`src/rtl/ecc_ladder_ctrl.sv`:
```
// ecc_ladder_ctrl: Montgomery-ladder sequencer driving the ECC core array (scan, per-phase restart, swap controls, done collection).
// Optional DONE_TIMEOUT_EN adds a per-phase cycle limit that aborts with a sticky error.
module ecc_ladder_ctrl #(
    parameter int KEY_W   = 163,
    parameter int NCORES  = 3,
    parameter int TIMEOUT = 1023
) (
    input  logic              i_clk,
    input  logic              i_rst_n,
    input  logic              i_start,
    input  logic [KEY_W-1:0]  i_key,
    input  logic [NCORES-1:0] i_core_done,
    output logic              o_core_rst,
    output logic              o_core_enable,
    output logic              o_swap1,
    output logic              o_swap2,
    output logic [1:0]        o_phase,
    output logic [7:0]        o_bit_idx,
    output logic              o_busy,
    output logic              o_finish,
    output logic              o_zero_key,
    output logic              o_error
);
    typedef enum logic [2:0] {S_IDLE, S_SCAN, S_PREP, S_RUN, S_NEXT, S_FINISH} state_t;
    state_t             r_state, w_next;
    logic [KEY_W-1:0]   r_key;
    logic [NCORES-1:0]  r_sticky;
    logic [7:0]         r_bit_idx;
    logic [1:0]         r_phase;
    logic               r_swap1, r_swap2, r_zero;
    logic               w_all, w_bit, w_last, w_timeout;
    logic [7:0]         w_dec;
    // done pulses arriving in the same cycle as the check still count
    assign w_all  = &(r_sticky | i_core_done);
    assign w_bit  = r_key[r_bit_idx];
    assign w_last = r_bit_idx == 8'd0;
    assign w_dec  = r_bit_idx - 8'd1;
`ifdef DONE_TIMEOUT_EN
    localparam int CNT_W = $clog2(TIMEOUT + 1);
    logic [CNT_W-1:0] r_cnt;
    logic             r_error;
    assign w_timeout = !w_all && r_cnt == CNT_W'(TIMEOUT - 1);
    assign o_error   = r_error;
    always_ff @(posedge i_clk or negedge i_rst_n) begin
        if (!i_rst_n) begin
            r_cnt   <= '0;
            r_error <= 1'b0;
        end else begin
            if (r_state == S_PREP) r_cnt <= '0;
            if (r_state == S_RUN) r_cnt <= r_cnt + 1'b1;
            if (r_state == S_IDLE && i_start) r_error <= 1'b0;
            if (r_state == S_RUN && w_timeout) r_error <= 1'b1;
        end
    end
`else
    assign w_timeout = 1'b0;
    assign o_error   = TIMEOUT < 0;
`endif
    always_ff @(posedge i_clk or negedge i_rst_n) begin
        if (!i_rst_n) r_state <= S_IDLE;
        else r_state <= w_next;
    end
    always_comb begin
        w_next = r_state;
        case (r_state)
            S_IDLE:   w_next = i_start ? S_SCAN : S_IDLE;
            S_SCAN:   w_next = w_bit ? S_PREP : (w_last ? S_FINISH : S_SCAN);
            S_PREP:   w_next = S_RUN;
            S_RUN:    w_next = w_all ? S_NEXT : (w_timeout ? S_FINISH : S_RUN);
            S_NEXT:   w_next = r_phase == 2'b11 ? S_FINISH : S_PREP;
            S_FINISH: w_next = S_IDLE;
            default:  w_next = S_IDLE;
        endcase
    end
    always_ff @(posedge i_clk or negedge i_rst_n) begin
        if (!i_rst_n) begin
            r_key     <= '0;
            r_sticky  <= '0;
            r_bit_idx <= '0;
            r_phase   <= '0;
            r_swap1   <= 1'b0;
            r_swap2   <= 1'b0;
            r_zero    <= 1'b0;
        end else begin
            case (r_state)
                S_IDLE: if (i_start) begin
                    r_key     <= i_key;
                    r_bit_idx <= 8'(KEY_W - 1);
                end
                S_SCAN: begin
                    if (w_bit) r_phase <= 2'b01;
                    else if (w_last) r_zero <= 1'b1;
                    else r_bit_idx <= w_dec;
                end
                S_PREP: r_sticky <= '0;
                S_RUN:  r_sticky <= r_sticky | i_core_done;
                S_NEXT: if (r_phase != 2'b11) begin
                    if (!w_last) begin
                        r_bit_idx <= w_dec;
                        r_phase   <= 2'b10;
                        r_swap1   <= r_key[w_dec];
                        r_swap2   <= r_key[w_dec] ^ r_key[r_bit_idx];
                    end else r_phase <= 2'b11;
                end
                S_FINISH: begin
                    r_phase <= 2'b00;
                    r_swap1 <= 1'b0;
                    r_swap2 <= 1'b0;
                    r_zero  <= 1'b0;
                end
                default: ;
            endcase
        end
    end
    assign o_core_rst    = r_state == S_RUN;
    assign o_core_enable = r_state == S_RUN;
    assign o_swap1       = r_swap1;
    assign o_swap2       = r_swap2;
    assign o_phase       = r_phase;
    assign o_bit_idx     = r_bit_idx;
    assign o_busy        = r_state != S_IDLE;
    assign o_finish      = r_state == S_FINISH;
    assign o_zero_key    = r_zero;
endmodule

```
`config.mk`:
```
export PLATFORM = sky130hd
export DESIGN_NAME = ecc_ladder_ctrl
export DESIGN_NICKNAME = d
export VERILOG_FILES = /design/src/rtl/ecc_ladder_ctrl.sv
export SDC_FILE = /design/constraint.sdc
export NUM_CORES = 1
export LEC_CHECK = 0
export ABC_AREA = 1
export BUFFER_PORTS_ARGS = -buffer_cell sky130_fd_sc_hd__clkbuf_2
export CAP_MARGIN = 15
export CORE_AREA = 2 2 148 150
export CTS_CLUSTER_DIAMETER = 200
export DETAILED_ROUTE_END_ITERATION = 6
export DIE_AREA = 0 0 150 152
export PLACE_DENSITY = 0.73
export RECOVER_POWER = 25
export SETUP_SLACK_MARGIN = 0.1
export SLEW_MARGIN = 20
export SYNTH_ARGS = -nofsm -noshare
export SYNTH_HDL_FRONTEND = slang
export SYNTH_SLANG_ARGS = --single-unit
```
`constraint.sdc`:
```
create_clock -name i_clk -period 2.5 [get_ports i_clk]
set_input_delay 0.5 -clock i_clk [delete_from_list [all_inputs] [get_ports i_clk]]
set_output_delay 0.5 -clock i_clk [all_outputs]
set_load 0.1 [all_outputs]
```
# Word level (Yosys, flattened, before mapping)
# Index checks and enable logic that the tools add are counted.
dict set report word_totals {
  wordCells 69
  reg_bits 182
  out_inout_bits 18
}
dict set report op_classes {
  eq_ne 13
  bitwise_logic 2
  n_reduce_logical 14
  n_mux 29
  order_cmp 2
  addsub 1
}
# cell n
set ops {}
lappend ops {{8-bit two-way mux} 4}
lappend ops {{8-bit case mux with 3 select lines} 1}
lappend ops {{8-bit by 9-bit < comparator with 1-bit output, second input constant} 2}
lappend ops {{1-bit binary-select mux with 8-bit select} 2}
lappend ops {{3-bit case mux with 5 select lines} 1}
lappend ops {{2-bit != test, second input constant} 7}
lappend ops {{3-bit two-way mux} 4}
lappend ops {{3-bit AND reduction} 4}
lappend ops {{1-bit two-way mux} 10}
lappend ops {{3-bit nonzero test} 3}
lappend ops {{8-bit zero test} 1}
lappend ops {{8-bit by 1-bit subtractor with 8-bit output, second input constant} 1}
lappend ops {{3-bit by 2-bit == test with 1-bit output, second input constant} 2}
lappend ops {{3-bit == test, second input constant} 2}
lappend ops {{1-bit case mux with 2 select lines} 3}
lappend ops {{2-bit case mux with 3 select lines} 1}
lappend ops {{3-bit case mux with 2 select lines} 1}
lappend ops {{2-bit nonzero test} 3}
lappend ops {{2-bit two-way mux} 2}
lappend ops {{4-bit AND reduction} 1}
lappend ops {{3-bit by 1-bit == test with 1-bit output, second input constant} 1}
lappend ops {{3-bit zero test} 1}
lappend ops {{3-bit OR} 1}
lappend ops {{2-bit == test, second input constant} 1}
lappend ops {{other kinds (2)} 2}

# Depth between registers and ports, before layout
# Gate-level depths: netlist (run 1).
dict set report depth {
  word_depth 7
  mapped_depth 20
  mapped_depth_nobuf 16
}

# Worst setup path after synthesis (run 1)
# Ideal clock, no wire load.
dict set report synth_timing {
  kind {reg-to-reg}
  startpoint {register r_bit_idx[0] (netlist: o_bit_idx[0])}
  endpoint {register r_swap2 (netlist: o_swap2)}
  t_arrival_ps 3069
  path_stages_with_launch 18
  synth_period_minus_slack_ps 3188
  t_required_ps 2380
  setup_time_ps 120
  path_slack_ps -688
  path_cell_list {dfrtp_1 buf_6 inv_2 buf_2 buf_2 ha_1 inv_2 buf_1 nand3_1 nand3_1 nand3_1 nand3_1 nand3_1 a21o_1 nand2_1 nand2_1 nand3_1 nand2_1}
}
dict set report synth_between {
  elab_chain_len 7
  elab_cells_between_ends 12
  cone_classes {1 x add/sub; 1 x eq/ne; 7 x mux; 1 x bitwise; 2 x reduce/logical}
}
# element line_no
set synth_rtl {}
lappend synth_rtl {{start, declared} 28} ;# logic [7:0] r_bit_idx;
lappend synth_rtl {{start signal, assigned} 88} ;# r_bit_idx <= 8'(KEY_W - 1);
lappend synth_rtl {{start signal, assigned} 93} ;# else r_bit_idx <= w_dec;
lappend synth_rtl {{start signal, assigned} 99} ;# r_bit_idx <= w_dec;
lappend synth_rtl {{8-bit by 1-bit subtractor with 8-bit output} 37} ;# assign w_dec = r_bit_idx - 8'd1;
lappend synth_rtl {{1-bit binary-select mux with 8-bit select} 102} ;# r_swap2 <= r_key[w_dec] ^ r_key[r_bit_idx];
lappend synth_rtl {{1-bit two-way mux (implied by the code)} 102}
lappend synth_rtl {{1-bit XOR} 102}
lappend synth_rtl {{1-bit two-way mux} 98} ;# if (!w_last) begin
lappend synth_rtl {{1-bit two-way mux} 97} ;# S_NEXT: if (r_phase != 2'b11) begin
lappend synth_rtl {{1-bit case mux with 2 select lines} 85} ;# case (r_state)
lappend synth_rtl {{end signal, assigned} 102}
lappend synth_rtl {{end, declared} 30} ;# logic r_swap1, r_swap2, r_zero;
# Several ways; a longest one is shown, not always the timed one. The select of a mux whose other input is x is not followed.
# A chain may end at the register's enable or synchronous reset.

# Worst setup path after layout (run 1)
# Ends and elaborated chain as after synthesis.

==> run metrics, run 1 <==
run status complete, but fails checks; failing checks capacitance limit, slew limit; Die Y about 150 microns; Netlist cell types 29; total iterations of the first detailed-routing run 5; Avg Synthesized Cell Area 7.39 sq um; Die X-Extent around 150 microns; CTS Buffer Depth 2; H-tree Lvls 4; final-stage net count 1,794; fin. max-slew vios 22; synth top area cells dfrtp_1 (43%), nand2_1 (12%), nand3_1 (10%); clk sink count about 180; cts hold-fix bufs 0; Mapped Nets 1,613; Cell Area, Placed between 10,000 and 15,000 sq um; fin crit period 2.41 ns; Iter 0 DRT Violations around 1,000; Max Cap Viol 1; Post-Route Utilization between 60% and 70%; first-pass GRT wire length between 50,000 and 60,000 microns; Clock transition at path regs ~0.070 ns; vias in the first global route 9,874; CP Launch Type flop; Setup WS pre-CTS around 0.014 ns; DR vias/cell ~5.6; FP Rows 54; initial antenna violation count 0; GRT Resource Usage Total between 20% and 30%; Final ANT Viol Nets 0; final cell count without fillers between 1,500 and 2,000; n_diodes 0; Layout area overhead 25.9%; commonest non-fill, non-tap cell in the layout nand2_1; largest area contributor in the netlist dfrtp_1; worst clock skew between 0.01 and 0.015 ns; GRT overflow 0; routed len/inst 17.4 microns; CP Data Arrival Time between 2 and 3 ns; Cell Pwr Density 1570 nW/um^2; # port buffers between 150 and 200; Worst-Skew Late Latency approximately 0.44 ns; cell area after layout around 13,000 sq um; met3 global-route usage 4.23%; Seq/Total Area, Yosys between 40% and 50%; Fin. Hold Viols 0; Peak VDD IR around 0.65 mV; Setup CP Type reg2reg; Reg area ~4600 sq um; Final setup viols 0; Final GP Congestion between 0.9 and 1; commonest cells after routing, fill and taps aside nand2_1 (340), nand3_1 (201), nor2_1 (191); relative slew slack -0.0550%; CTS tree done; DP Wirelength 21,000 microns; largest net degree at the start of global routing 92; via count about 11,000; DIE AREA about 23,000 sq um; dpl cells between 1,500 and 2,000; area of the multi-input gates between 5000 and 6000 sq um; final cycle utilization of the critical path just under 100%; Post-Syn Instances 1,442; starting density of the core about half; Hold Crit Class in2reg; Fmax approximately 0.42 GHz; met1 Use GR between 30% and 40%; IO Pins approximately 190; Synth Register Bits ~180; layout cell share with drive strength beyond 1 26.4%; setup slack after layout around 0.094 ns; Yosys warnings 0; cell area after synthesis 10,700 sq um; RSZ-0062 raised after global routing true; DRC viols 0; post-synth top area share roughly 43%; Fillers ~1,900; nature of the critical path endpoint flop; WP data required roughly 2.8 ns; Core Box Area 21,400 sq um; cts bufs inserted 17; critical path peak fanout 9; Clock Tree Root clkbuf_16; GRT busiest layer met2; Worst Tran Pin Value between 1.5 and 2 ns; met2 Usage GRT ~44%; final wirelength approximately 33,000 microns; total chip power approximately 21 mW; leakage power 6.88 nW
## final timing paths
kind,from,endpoint,slack [ns],cells after the start
min reg2reg,o_zero_key,o_zero_key,0.48,2
max reg2reg,o_bit_idx[0],o_swap2,0.09,17
min in group asynchronous,i_rst_n,r_key[126],0.42,1
max,o_bit_idx[0],o_swap2,0.09,17
min,i_key[159],r_key[159],0.29,2
max in group asynchronous,i_rst_n,o_bit_idx[1],1.12,2
## per-layer routing
layer	up-vias	part of all wire [%]	wire [microns]
met3	81	7.8	2600
met2	519	48	15800
li1	5013	-	-
met1	5057	41	13800
met4	0	3.3	1100
met5	-	0	0
## registers in the layout (all words and copies together), names as in the netlist
| signal | count |
|---|---|
| r_key | 163 |
| o_bit_idx | 8 |
| r_state | 3 |
| r_sticky | 3 |
| o_phase | 2 |
| o_swap1 | 1 |
| o_swap2 | 1 |
| o_zero_key | 1 |
## cell usage after synthesis, drive strengths merged
master / n
o21ai: 52
a21o: 1
nor3: 3
xor2: 4
a21oi: 112
o211ai: 8
nand2: 356
o311ai: 1
dfrtp: 182
ha: 2
mux2: 81
nand3: 219
a31oi: 1
nand4: 4
conb: 1
clkbuf: 26
buf: 68
nor2: 198
inv: 123
## metrics by stage
step,setup TNS (ns),hold slack (ns)
floorplan,0,0.204
global placement,0,0.463
detailed placement,0,0.467
CTS,0,0.0483
global route,-0.0281,0.291
finish,0,0.291
## report_power, final
group | leakage (nW) | switching, mW | internal (mW)
clock | 0.318 | 1.19 | 1.87
sequential | 2.08 | 1.11 | 4.40
combinational | 4.48 | 7.61 | 4.84
## critical path, stage by stage, from the launching register on
cell	delay, ns
dfrtp_4	0.47
buf_6	0.14
clkinv_8	0.08
buf_8	0.16
clkbuf_16	0.17
nand3_1	0.11
nand2_1	0.10
nand2_1	0.11
buf_6	0.18
nand3_1	0.16
nand3_1	0.13
nand3_1	0.08
nand3_1	0.10
nand3_2	0.08
nand2_1	0.07
nand2_1	0.04
nand3_1	0.07
nand2_1	0.05
## layout make-up
| cell class | count | area share, % |
|---|---|---|
| timing repair buffer | 256 | 14.9 |
| clock inverter | 10 | 1.43 |
| tap | 280 | 2.61 |
| clock buffer | 22 | 3.54 |
| sequential | 182 | 34.0 |
| inverter | 123 | 3.63 |
| multi-input combinational | 1043 | 39.8 |
## kinds of logic (layout without fill, tap and decap cells)
logic type	count (synthesis)	in the layout	synth area share [%]
AND/OR/NAND/NOR	780	780	30.3
buffers and inverters	217	411	9.20
flip-flops	182	182	42.8
AO/OA/AOI/OAI	175	175	8.56
multiplexers	81	81	8.56
XOR/XNOR	4	4	0.329
adder cells (fa/ha/maj)	2	2	0.235
other	1	1	0.0352
## what timing repair did
action                                 in CTS  in global routing
cloned                                      5                  8
pin swaps                                   1                 19
setup buffers                               5                 12
resized for setup                          13                 75
endpoints found under the hold margin       0                  0
setup endpoints to repair                   8                 16
Note: power is estimated with default switching activity, not from simulation.
==> inputs of run 2 (changes only) <==
--- a/config.mk
+++ b/config.mk
@@ -10,7 +10,7 @@
 export CAP_MARGIN = 15
-export CORE_AREA = 2 2 148 150
+export CORE_AREA = 2 2 140 142
 export CTS_CLUSTER_DIAMETER = 200
 export DETAILED_ROUTE_END_ITERATION = 6
-export DIE_AREA = 0 0 150 152
-export PLACE_DENSITY = 0.73
+export DIE_AREA = 0 0 142 144
+export PLACE_DENSITY = 0.77
 export RECOVER_POWER = 25
==> constraint.sdc (replaced) <==
create_clock -name i_clk -period 2.35 [get_ports i_clk]
set_input_delay 0.47 -clock i_clk [delete_from_list [all_inputs] [get_ports i_clk]]
set_output_delay 0.47 -clock i_clk [all_outputs]
set_load 0.02 [all_outputs]
==> run metrics, run 2 (same netlist as run 1, synthesis figures left out) <==
run status complete, but fails checks; failing checks setup timing; vias in the first global route around 10,000; Worst-Skew Late Latency 0.44 ns; initial antenna violation count 0; reg2reg setup slack -0.01 ns; leakage power 6.85 nW; critical path peak fanout 8; worst clock skew about 0.025 ns; RSZ-0062 raised after global routing true; Fin. Hold Viols 0; DP Wirelength about 22,000 microns; IO Pins approximately 190; Max Cap Viol 0; total iterations of the first detailed-routing run 6; CTS tree done; Worst Tran Pin Value ~1.2 ns; DIE AREA roughly 20,000 sq um; Fmax between 0.4 and 0.5 GHz; setup slack after layout -0.0140 ns; CP Data Arrival Time between 2 and 3 ns; fin. max-slew vios 0; R2R depth 17; worst hold stages 2; CTS Buffer Depth 2; Clock Tree Root clkbuf_16; Critical R2R Launch o_bit_idx[0]; final wirelength roughly 32,000 microns; Layout area overhead 24.1%; terminus of the critical flop-to-flop path o_zero_key; clk sink count about 180; Final GP Congestion approximately 0.98; Die X-Extent between 100 and 150 microns; Hold Path Sink r_key[154]; Cell Pwr Density 1590 nW/um^2; commonest non-fill, non-tap cell in the layout nand2_1; largest net degree at the start of global routing roughly 110; GRT Resource Usage Total a little under a third; Setup CP Type reg2reg; starting density of the core 55.8%; Iter 0 DRT Violations between 1,000 and 1,500; CP Launch Type flop; DRC viols 0; Hold Crit Class in2reg; Clock transition at path regs roughly 0.070 ns; Final ANT Viol Nets 0; first-pass GRT wire length ~50,000 microns; HP Start i_key[154]; Peak VDD IR about 0.75 mV; layout cell share with drive strength beyond 1 roughly a quarter; nature of the critical path endpoint flop; Cell Area, Placed around 12,000 sq um; fin crit period around 2.4 ns; total chip power 21.0 mW; cell area after layout 13,200 sq um; final cycle utilization of the critical path 101%; GRT overflow 0; DR vias/cell 5.71; routed len/inst roughly 17 microns; H-tree Lvls 4; WP data required around 2.7 ns; final-stage net count approximately 1,800; cts bufs inserted 17; n_diodes 0; Largest Register r_key; # port buffers ~190; relative slew slack 20.5%; Die Y roughly 140 microns; Final setup viols 3; Core Box Area roughly 19,000 sq um; Post-Route Utilization between 60% and 70%; via count ~11,000; commonest cells after routing, fill and taps aside nand2_1 (347), nand3_1 (212), nor2_1 (186), clkbuf_2 (186), dfrtp_1 (180); max FFs per register ~160; FP Rows 51
[run 2: final cells by class]
| cell class | count | area, sq um |
|---|---|---|
| inverters | 123 | 474 |
| clock inverters | 11 | 124 |
| well taps | 238 | 298 |
| flip-flops and latches | 182 | 4560 |
| repair buffers | 277 | 2030 |
| clock buffers | 19 | 443 |
| multi-input cells | 1043 | 5290 |
| fillers | 1556 | 5860 |
[run 2: stage by stage]
stage	hold slack [ns]	instances	setup slack, ns	TNS, ns
finish	0.257	1893	-0.0140	-0.0325
global route	0.252	1893	-0.152	-1.69
CTS	0.254	1881	0.0622	0
detailed placement	0.428	1844	0.00239	0
global placement	0.434	1844	0.0202	0
floorplan	0.174	1442	0.0969	0
[run 2: worst max-delay path by stage]
stage,cells after the start,from,endpoint,slack (ns)
after floorplan,19,o_bit_idx[0],o_swap2,0.1
after global placement,18,o_bit_idx[0],o_bit_idx[0],0.02
after detailed placement,18,o_bit_idx[0],o_bit_idx[1],0.002
after CTS,19,o_bit_idx[0],o_zero_key,0.06
after global routing,17,o_bit_idx[0],o_phase[0],-0.15
final,17,o_bit_idx[0],o_zero_key,-0.01
[run 2: power by group]
group          switching, mW  leakage [nW]  internal (mW)
clock                   1.26         0.272           1.59
combinational           7.12          4.49           5.09
sequential              1.24          2.08           4.67
[run 2: per-layer routing]
metal	vias up	share of wire [%]	wire length [microns]	GRT usage [%]
li1	5070	-	-	-
met1	5074	40	13100	41.7
met2	572	48	15600	52.3
met3	93	8.3	2710	4.93
met4	0	3.2	1030	11.4
met5	-	0	0	0
[run 2: timing repair]
action | 4_1_cts | 5_1_grt
setup endpoints to repair | 14 | 16
setup buffers | 4 | 7
cloned | 2 | 5
hold buffers | 1 | 0
gates resized for setup | 12 | 32
pin swaps | 1 | 20
endpoints found under the hold margin | 35 | 0
[run 2: critical path, cell delays in order, from the launching register on]
cell	delay (ns)
dfrtp_4	0.55
buf_12	0.18
buf_16	0.14
nor2_1	0.13
nor2_1	0.06
nand2_1	0.08
nand3_1	0.09
nand3_1	0.13
nand2_1	0.09
nand2_1	0.06
nand2_1	0.07
o21ai_2	0.13
nand3_2	0.13
nand2_4	0.13
buf_12	0.13
nand2_1	0.05
nand2_1	0.05
nand2_1	0.05
